$ cat config.mk
export PLATFORM = sky130hd
export DESIGN_NAME = hazard_ctrl
export DESIGN_NICKNAME = d
export VERILOG_FILES = /design/src/rtl/hazard_ctrl.sv
export SDC_FILE = /design/constraint.sdc
export NUM_CORES = 1
export LEC_CHECK = 0
export ABC_AREA = 1
export CAP_MARGIN = 20
export CORE_MARGIN = 4
export CORE_UTILIZATION = 45
export CTS_CLUSTER_DIAMETER = 50
export DETAILED_ROUTE_END_ITERATION = 6
export PLACE_DENSITY = 0.89
export SLEW_MARGIN = 30
export SYNTH_ARGS = -nofsm -noshare
export SYNTH_HDL_FRONTEND = slang
export SYNTH_SLANG_ARGS = --single-unit
export TNS_END_PERCENT = 50
$ cat constraint.sdc
create_clock -name clk -period 2.2 [get_ports clk]
set_input_delay 0.44 -clock clk [delete_from_list [all_inputs] [get_ports clk]]
set_output_delay 0.44 -clock clk [all_outputs]
set_load 0.05 [all_outputs]
$ cat src/rtl/hazard_ctrl.sv
// Pipeline hazard sequencer for the 5-stage RV32 core: load-use stalls, branch flushes,
// DRAM wait freezes with timeout, EX-stage forwarding selects and a stall-cycle counter.
module hazard_ctrl #(
   parameter int CNT_W       = 16,
   parameter int MEM_TIMEOUT = 255,
   parameter int TO_W        = 8
) (
   input  logic             clk,
   input  logic             rst_n,
   input  logic [4:0]       id_rs1,
   input  logic [4:0]       id_rs2,
   input  logic             id_rs1_used,
   input  logic             id_rs2_used,
   input  logic [4:0]       ex_rs1,
   input  logic [4:0]       ex_rs2,
   input  logic [4:0]       ex_wR,
   input  logic             ex_rf_we,
   input  logic [1:0]       ex_wd_sel,
   input  logic             ex_pc_sel,
   input  logic [4:0]       mem_wR,
   input  logic             mem_rf_we,
   input  logic [4:0]       wb_wR,
   input  logic             wb_rf_we,
   input  logic             dram_req,
   input  logic             dram_ack,
   output logic             pc_stall,
   output logic             if_id_stall,
   output logic             if_id_flush,
   output logic             id_ex_bubble,
   output logic             ex_mem_stall,
   output logic [1:0]       fwd_a_sel,
   output logic [1:0]       fwd_b_sel,
   output logic [CNT_W-1:0] stall_cnt,
   output logic             err_timeout
);

   typedef enum logic [1:0] {
      RUN        = 2'd0,
      MEM_WAIT   = 2'd1,
      FLUSH_PEND = 2'd2
   } state_t;

   localparam logic [TO_W-1:0] TO_LAST = TO_W'(MEM_TIMEOUT - 1);

   state_t            state;
   state_t            state_nxt;
   logic              pending;
   logic              pending_nxt;
   logic [TO_W-1:0]   to_cnt;
   logic [TO_W-1:0]   to_cnt_nxt;
   logic              timeout_hit;
   logic              load_use;

   // MEM result is the younger value, so it wins over WB; x0 is never forwarded.
   function automatic logic [1:0] fwd_sel(input logic [4:0] rs,
                                          input logic [4:0] m_wr, input logic m_we,
                                          input logic [4:0] w_wr, input logic w_we);
      logic [1:0] sel;
      if (m_we && (m_wr != 5'd0) && (m_wr == rs)) begin
         sel = 2'b01;
      end else if (w_we && (w_wr != 5'd0) && (w_wr == rs)) begin
         sel = 2'b10;
      end else begin
         sel = 2'b00;
      end
      return sel;
   endfunction

   // Forwarding selects for both EX operands.
   always_comb begin
      fwd_a_sel = fwd_sel(ex_rs1, mem_wR, mem_rf_we, wb_wR, wb_rf_we);
      fwd_b_sel = fwd_sel(ex_rs2, mem_wR, mem_rf_we, wb_wR, wb_rf_we);
   end

   // Load in EX whose destination is read by the instruction in ID.
   always_comb begin
      load_use = (ex_wd_sel == 2'b01) && ex_rf_we && (ex_wR != 5'd0) &&
                 ((id_rs1_used && (id_rs1 == ex_wR)) || (id_rs2_used && (id_rs2 == ex_wR)));
   end

   // Next-state and same-cycle pipeline control.
   always_comb begin
      pc_stall     = 1'b0;
      if_id_stall  = 1'b0;
      if_id_flush  = 1'b0;
      id_ex_bubble = 1'b0;
      ex_mem_stall = 1'b0;
      state_nxt    = state;
      pending_nxt  = pending;
      to_cnt_nxt   = {TO_W{1'b0}};
      timeout_hit  = 1'b0;
      case (state)
         RUN: begin
            // A taken branch discards the instruction a load-use stall would hold.
            if (ex_pc_sel) begin
               if_id_flush  = 1'b1;
               id_ex_bubble = 1'b1;
            end else if (load_use) begin
               pc_stall     = 1'b1;
               if_id_stall  = 1'b1;
               id_ex_bubble = 1'b1;
            end else begin
               id_ex_bubble = 1'b0;
            end
            if (dram_req && !dram_ack) begin
               state_nxt   = MEM_WAIT;
               pending_nxt = ex_pc_sel;
            end else begin
               state_nxt   = RUN;
            end
         end
         MEM_WAIT: begin
            pc_stall     = 1'b1;
            if_id_stall  = 1'b1;
            ex_mem_stall = 1'b1;
            pending_nxt  = pending | ex_pc_sel;
            if (dram_ack) begin
               state_nxt = pending_nxt ? FLUSH_PEND : RUN;
            end else if (to_cnt == TO_LAST) begin
               timeout_hit = 1'b1;
               state_nxt   = pending_nxt ? FLUSH_PEND : RUN;
            end else begin
               to_cnt_nxt  = to_cnt + TO_W'(1);
            end
         end
         FLUSH_PEND: begin
            if_id_flush  = 1'b1;
            id_ex_bubble = 1'b1;
            pending_nxt  = 1'b0;
            state_nxt    = RUN;
         end
         default: begin
            state_nxt   = RUN;
            pending_nxt = 1'b0;
         end
      endcase
   end

   // State, pending flush flag and DRAM timeout counter.
   always_ff @(posedge clk or negedge rst_n) begin
      if (!rst_n) begin
         state   <= RUN;
         pending <= 1'b0;
         to_cnt  <= {TO_W{1'b0}};
      end else begin
         state   <= state_nxt;
         pending <= pending_nxt;
         to_cnt  <= to_cnt_nxt;
      end
   end

   // Saturating stall counter and sticky timeout error.
   always_ff @(posedge clk or negedge rst_n) begin
      if (!rst_n) begin
         stall_cnt   <= {CNT_W{1'b0}};
         err_timeout <= 1'b0;
      end else begin
         if (pc_stall && (stall_cnt != {CNT_W{1'b1}})) begin
            stall_cnt <= stall_cnt + CNT_W'(1);
         end else begin
            stall_cnt <= stall_cnt;
         end
         err_timeout <= err_timeout | timeout_hit;
      end
   end

endmodule

* After elaboration in Yosys (flattened, before gate mapping)
Cells that the tools add are included.
W data, S select, Z words.
** Word-level totals
- Register bits after elaboration :: 28
- Output and inout bits :: 26
- Input port bits :: 47
- Word-level logic and storage cells :: 66
** Operators by class
- Eq/ne operators :: 13
- Muxes and demuxes :: 25
- $add $sub $neg :: 2
- Reductions and logical operators :: 19
- Bitwise operators :: 2
** Operators with widths (count)
- $eq A5 B5 Y1 :: 6
- $mux W8 :: 3
- $add A16 B1 Y16 const B :: 1
- $ne A16 B16 Y1 const B :: 1
- $reduce_bool A5 Y1 :: 3
- $mux W2 :: 7
- $logic_and A1 B1 Y1 :: 13
- $mux W1 :: 10
- $add A8 B1 Y8 const B :: 1
- $eq A8 B8 Y1 const B :: 1
- $pmux W1 S2 :: 4
- $eq A2 B1 Y1 const B :: 2
- $pmux W2 S2 :: 1
- $ne A3 B3 Y1 const B :: 1
- $eq A2 B2 Y1 const B :: 1
- $logic_not A2 Y1 :: 1
- $ne A2 B2 Y1 const B :: 1
- $or A1 B1 Y1 :: 2
- $logic_not A1 Y1 :: 1
- $logic_or A1 B1 Y1 :: 1

* Logic depth before layout (Yosys ltp)
Gate-level depths: netlist (run 1).
- Depth after elaboration :: 8
- Depth in mapped cells :: 12
- Gate-level depth less buffers :: 11

* Least setup slack after synthesis (run 1)
Ideal clock, no wire load.
- Path type :: input-to-output
- From :: input port mem_wR[3]
- To :: output port fwd_a_sel[1]
- Arrival :: 2.887 ns
- Setup slack :: -1.127 ns
- Buffers on the path :: 0
- Cell stages on the path :: 3
- Path through :: xor2_1 -> nor4_1 -> nor2_1
** On the way
- Word-level cells in the longest chain between the ends :: 4
** Ends and longest elaborated chain
- start: declaration :: RTL line 20 : input logic [4:0] mem_wR,
- $reduce_bool A5 Y1 :: RTL line 59 : if (m_we && (m_wr != 5'd0) && (m_wr == rs)) begin
- $logic_and A1 B1 Y1 :: RTL line 59
- $logic_and A1 B1 Y1 * :: RTL line 59
- $mux W2 * :: RTL line 59
- end: declaration :: RTL line 31 : output logic [1:0] fwd_a_sel,
Every way passes the cells marked *; elsewhere a longest branch is shown, timed or not.

* Final worst setup path (run 1)
- From :: input port ex_rs2[2]
- To :: output port fwd_b_sel[1]
** On the way
- Word-level cells in the longest chain between the ends :: 4
** Ends and longest elaborated chain
- start: declaration :: RTL line 15 : input logic [4:0] ex_rs2,
- $eq A5 B5 Y1 :: RTL line 61 : end else if (w_we && (w_wr != 5'd0) && (w_wr == rs)) begin
- $logic_and A1 B1 Y1 :: RTL line 61
- $mux W2 :: RTL line 61
- $mux W2 * :: RTL line 59
- end: declaration :: RTL line 32 : output logic [1:0] fwd_b_sel,
Marked as above.

==> results.sh, run 1 <==
export IMPL_status="completed"
export IMPL_min_path_type="reg2reg"
export IMPL_ys_types=32
export IMPL_via_per_inst=5.18
export IMPL_vdd_drop_max_v=0.000678
export IMPL_rows=24
export IMPL_slew_violations=0
export IMPL_drc=0
export IMPL_cts_hold_buf=0
export IMPL_ios=73
export IMPL_cp_max_fo=2
export IMPL_reg2reg_depth=9
export IMPL_instances_no_fill=428
export IMPL_dr_pass1_iters=4
export IMPL_dp_hpwl_mm=4.68
export IMPL_worstHoldPathCells=1
export IMPL_path_delay_family="simple AND/OR/NAND/NOR gates"
export IMPL_drive_above_1_share_pct=15.2
export IMPL_clk_latency_ns=0.28
export IMPL_hp_start="err_timeout"
export IMPL_yosys_top_cells_area="dfrtp_1, nand2_1, xor2_1"
export IMPL_cp_data_required_time_ns=1.76
export IMPL_synthCells=291
export IMPL_cp_end_kind="output pin"
export IMPL_syn_cell_area_sq_um=2060
export IMPL_die_y_microns=75.6
export IMPL_p_leak_nw=1.69
export IMPL_grt_usage_pct=22.1
export IMPL_synthArstFlopShare_pct=100
export IMPL_ys_flop_type="dfrtp_1"
export IMPL_ys_warnings_count=0
export IMPL_start_util_pct=46.9
export IMPL_syn_nets=341
export IMPL_yosysMostFrequentCell="nand2_1"
export IMPL_clock_path_buffers=2
export IMPL_route_vias_total=2216
export IMPL_wl_mm=6.31
export IMPL_cts_sink_count=28
export IMPL_dpl_cell_count=424
export IMPL_tritoncts="done"
export IMPL_finClkSkew_ns=0.0133
export IMPL_yosys_top_cells_count="nand2_1, nor2_1, inv_1"
export IMPL_die_area_sq_um=5720
export IMPL_htree_levels=1
export IMPL_slew_limit_headroom_pct=64.1
export IMPL_rsz0062_at_grt="false"
export IMPL_cts_root_buf="clkbuf_8"
export IMPL_synth_top_area_share_pct=34.0
export IMPL_path_clk_slew_ns=0.08
export IMPL_drv_cap=0
export IMPL_setup_viol=0
export IMPL_dieWidth_microns=75.6
export IMPL_avgRoutedWirePerCell_microns=14.7
export IMPL_power_per_cell_area_nw_per_um2=573
export IMPL_overflow=0
export IMPL_hold_viol=0
export IMPL_worst_pin_slew_ns=0.537
export IMPL_yosysTopAreaCell="dfrtp_1"
export IMPL_synth_edf_count=0
export IMPL_gp_congestion=0.919
export IMPL_port_buffers=72
export IMPL_cp_arrival_ns=1.70
export IMPL_reg2reg_to="stall_cnt[10]"
export IMPL_syn_avg_cell_area_sq_um=7.07
export IMPL_ys_ff_latch=28
export IMPL_syn2layout_area_growth_pct=55.7
export IMPL_seq_area_frac_synth_pct=34.0
export IMPL_r2r_slack_ns=0.35
export IMPL_slowest_delay_ns=0.36
export IMPL_setup_ws_ns=0.0618
export IMPL_power_w=0.00184
export IMPL_final_net_count=427
export IMPL_ant_nets=0
export IMPL_fill_cells=318
export IMPL_cp_slowest_cell="nor4_2"
export IMPL_final_util_pct=73.1
export IMPL_r2r_start="stall_cnt[0]"
export IMPL_worstSetupPathType="in2out"
export IMPL_worst_path_buf_inv=2
export IMPL_numCtsBuffers=3
export IMPL_grt_max_degree=29
export IMPL_drt_iter0_markers=90
export IMPL_core_sq_um=4380
export IMPL_cp_start_kind="input pin"
export IMPL_grt_pass1_wl_mm=9.67
export IMPL_pre_cts_ws_ns=-0.221
export IMPL_fin_crit_sh_pct=97.2
export IMPL_hold_end="err_timeout"
export IMPL_path_cells="dlygate4sd2_1, xor2_1, nor4_2, nand3b_1, nor2_2, buf_12"
export IMPL_grt_pass1_vias=2152
export IMPL_fmax_mhz=468
export IMPL_antenna_found_initial=1
export IMPL_final_min_clock_period_ns=2.14
-- what timing repair did --
item                                   4_1_cts  5_1_grt
gates cloned                                 0        0
gates resized for setup                     40       19
endpoints found under the hold margin        0        0
pin swaps                                   14       12
setup endpoints to repair                    7        7
buffers inserted                             0        0
-- metrics by stage --
stage	area (sq um)	setup TNS, ns	hold slack [ns]
finish	3200	0	0.485
global route	3200	0	0.529
CTS	3140	-0.00587	0.489
detailed placement	3030	-2.24	0.468
global placement	3030	-1.69	0.464
floorplan	2100	-0.0347	0.144
-- cell type report --
type / instances / area, sq um / area share [%]
flip-flops and latches: 28 / 701 / 21.9
multi-input cells: 225 / 1350 / 42.0
inverters: 33 / 124 / 3.87
clock buffers: 3 / 41.3 / 1.29
well taps: 52 / 65.1 / 2.03
repair buffers: 86 / 926 / 28.9
diodes: 1 / 2.50 / 0.0781
-- layer usage --
layer  global-route usage [%]  wire length, microns  vias up
met4                     9.71                   245        0
li1                         -                     -     1091
met2                     38.8                  3230       76
met1                     26.9                  2540     1029
met3                     2.77                   289       20
met5                        0                     0        -
-- layout by cell type (no fill, tap or decap), drive strengths merged, types with 5 or more instances in the layout --
cell,instances
dlygate4sd2,21
buf,23
inv,33
nand3,28
xor2,19
dfrtp,28
nand4,6
nor2,37
dlymetal6s2s,12
clkdlybuf4s50,30
xnor2,15
nand2,87
nor3,6
a21oi,5
o21ai,8
-- sequential cells by signal, summed over array words and instances, names as in the netlist --
| register | flops |
|---|---|
| err_timeout | 1 |
| pending | 1 |
| stall_cnt | 16 |
| state | 2 |
| to_cnt | 8 |
-- logic make-up after synthesis --
| group | Yosys count | synth area share [%] |
|---|---|---|
| compound gates | 16 | 4.32 |
| xor+xnor | 34 | 14.5 |
| flops | 28 | 34.0 |
| fa+ha+maj | 3 | 1.82 |
| buf+inv | 38 | 7.60 |
| simple gates | 172 | 37.8 |
-- power by group --
part	switching [W]	internal [W]	leakage, nW	total, W
clock	0.000152	0.000123	0.0216	0.000275
sequential	0.0000837	0.000577	0.380	0.000660
combinational	0.000544	0.000357	1.28	0.000901
-- how the worst max path moves through the flow --
stage | start | to | depth (start not counted)
final | ex_rs2[2] | fwd_b_sel[1] | 6
after detailed placement | mem_wR[0] | fwd_a_sel[1] | 7
after global placement | mem_wR[0] | fwd_b_sel[1] | 7
after global routing | ex_rs1[1] | fwd_a_sel[1] | 6
after CTS | id_rs2[0] | id_ex_bubble | 10
after floorplan | state[0] | pc_stall | 6
Power figures use the tool's default switching activity.
==> inputs of run 2 (changes only) <==
--- a/config.mk
+++ b/config.mk
@@ -9,9 +9,11 @@
 export CAP_MARGIN = 20
 export CORE_MARGIN = 4
 export CORE_UTILIZATION = 45
+export CTS_BUF_LIST = sky130_fd_sc_hd__clkbuf_16
 export CTS_CLUSTER_DIAMETER = 50
 export DETAILED_ROUTE_END_ITERATION = 6
 export PLACE_DENSITY = 0.89
+export SKIP_CTS_REPAIR_TIMING = 1
 export SLEW_MARGIN = 30
 export SYNTH_ARGS = -nofsm -noshare
 export SYNTH_HDL_FRONTEND = slang
==> results.sh, run 2 (synthesis results as in run 1) <==
export IMPL_dpl_cell_count=424
export IMPL_slew_limit_headroom_pct=64.2
export IMPL_cp_arrival_ns=1.86
export IMPL_fin_crit_sh_pct=105
export IMPL_drt_iter0_markers=139
export IMPL_hold_end="err_timeout"
export IMPL_finClkSkew_ns=0.00653
export IMPL_hold_viol=0
export IMPL_top_regs="stall_cnt: 16 flops, to_cnt: 8 flops, state: 2 flops"
export IMPL_hp_start="err_timeout"
export IMPL_min_path_type="reg2reg"
export IMPL_fmax_mhz=434
export IMPL_grt_max_degree=29
export IMPL_avgRoutedWirePerCell_microns=17.0
export IMPL_cp_data_required_time_ns=1.76
export IMPL_drc=0
export IMPL_grt_use_met3_pct=2.64
export IMPL_clk_latency_ns=0.26
export IMPL_route_vias_total=2296
export IMPL_vdd_drop_max_v=0.000782
export IMPL_worstHoldPathCells=1
export IMPL_grt_pass1_vias=2068
export IMPL_tritoncts="done"
export IMPL_rsz0062_at_grt="true"
export IMPL_core_sq_um=4380
export IMPL_drive_above_1_share_pct=15.2
export IMPL_worst_path_buf_inv=3
export IMPL_layout_common_cells="nand2_1, nor2_1, dlymetal6s2s_1"
export IMPL_path_cells="clkdlybuf4s50_1, inv_1, nand2_1, nand2_1, nor2_1, nand3_1, nand2_2, nand2_2, a21oi_4, buf_12"
export IMPL_path_delay_family="buffers and inverters"
export IMPL_ios=73
export IMPL_cp_start_kind="input pin"
export IMPL_dp_hpwl_mm=4.68
export IMPL_die_y_microns=75.6
export IMPL_dieWidth_microns=75.6
export IMPL_final_net_count=427
export IMPL_port_buffers=72
export IMPL_cts_root_buf="clkbuf_16"
export IMPL_gp_congestion=0.919
export IMPL_top_register="stall_cnt"
export IMPL_cp_max_fo=2
export IMPL_final_util_pct=76.1
export IMPL_drv_cap=0
export IMPL_slew_violations=0
export IMPL_numCtsBuffers=3
export IMPL_start_util_pct=46.9
export IMPL_cp_slowest_cell="clkdlybuf4s50_1"
export IMPL_setup_viol=6
export IMPL_power_w=0.00200
export IMPL_antenna_found_initial=1
export IMPL_rows=24
export IMPL_r2r_start="stall_cnt[1]"
export IMPL_cts_sink_count=28
export IMPL_worstSetupPathType="in2out"
export IMPL_setup_ws_ns=-0.103
export IMPL_via_per_inst=5.36
export IMPL_wl_mm=7.26
export IMPL_cp_end_kind="output pin"
export IMPL_top_usage_layer="met2"
export IMPL_instances_no_fill=428
export IMPL_path_clk_slew_ns=0.06
export IMPL_pre_cts_ws_ns=-0.221
export IMPL_ant_nets=0
export IMPL_worst_pin_slew_ns=0.536
export IMPL_setup_tns_final_ns=-0.275
export IMPL_reg2reg_depth=9
export IMPL_final_min_clock_period_ns=2.30
export IMPL_p_leak_nw=1.85
export IMPL_slowest_delay_ns=0.46
export IMPL_largest_register_ffs=16
export IMPL_grt_pass1_wl_mm=9.36
export IMPL_grt_usage_pct=21.0
export IMPL_clock_path_buffers=2
export IMPL_reg2reg_to="stall_cnt[6]"
export IMPL_overflow=0
export IMPL_layout_commonest_cell="nand2_1"
export IMPL_die_area_sq_um=5720
export IMPL_htree_levels=1
export IMPL_r2r_slack_ns=0.30
export IMPL_dr_pass1_iters=4
export IMPL_met2_usage_pct=37.9
export IMPL_syn2layout_area_growth_pct=62.1
export IMPL_use_met1_pct=26.2
export IMPL_status="finished, violations left"
export IMPL_failed_checks="negative setup slack"
export IMPL_power_per_cell_area_nw_per_um2=601
run 2: changes by cell type in the layout (fill, tap and decap cells not counted), sizes merged:
cell           before  now
dlymetal6s2s       12   32
clkdlybuf4s50      30   31
dlygate4sd2        21    0
run 2: how the worst max path moves through the flow:
stage                    from           end  slack (ns)  cells past startpoint
floorplan            state[0]      pc_stall       -0.03                      6
global placement    mem_wR[0]  fwd_b_sel[1]       -0.15                      7
detailed placement  mem_wR[0]  fwd_a_sel[1]       -0.22                      7
CTS                 mem_wR[0]  fwd_a_sel[1]       -0.23                      7
global route        id_rs1[0]  id_ex_bubble       -0.20                     10
finish              id_rs1[0]  id_ex_bubble       -0.10                     10
run 2: cell type report:
cell class	instances	area, sq um
timing repair buffer	86	998
clock buffer	3	75.1
tap	52	65.1
sequential	28	701
multi-input combinational	225	1370
fill	285	1050
inverter	33	124
antenna	1	2.50
run 2: where the power goes:
part	switching, W	total (W)	internal (W)
sequential	0.0000872	0.000665	0.000578
combinational	0.000570	0.000940	0.000370
clock	0.000159	0.000400	0.000241
total	0.000816	0.00200	0.00119
run 2: per-layer routing:
metal  vias to the layer above  wire length, microns
li1                       1091                     -
met1                      1096                  2830
met2                        81                  3800
met3                        28                   298
met4                         0                   335
met5                         -                     0
run 2: per-stage QoR:
step,area [sq um],hold slack [ns]
4_1_cts,3110,0.484
5_1_grt,3340,0.525
6_report,3340,0.480
3_5_place_dp,3030,0.468
2_1_floorplan,2100,0.144
3_3_place_gp,3030,0.464
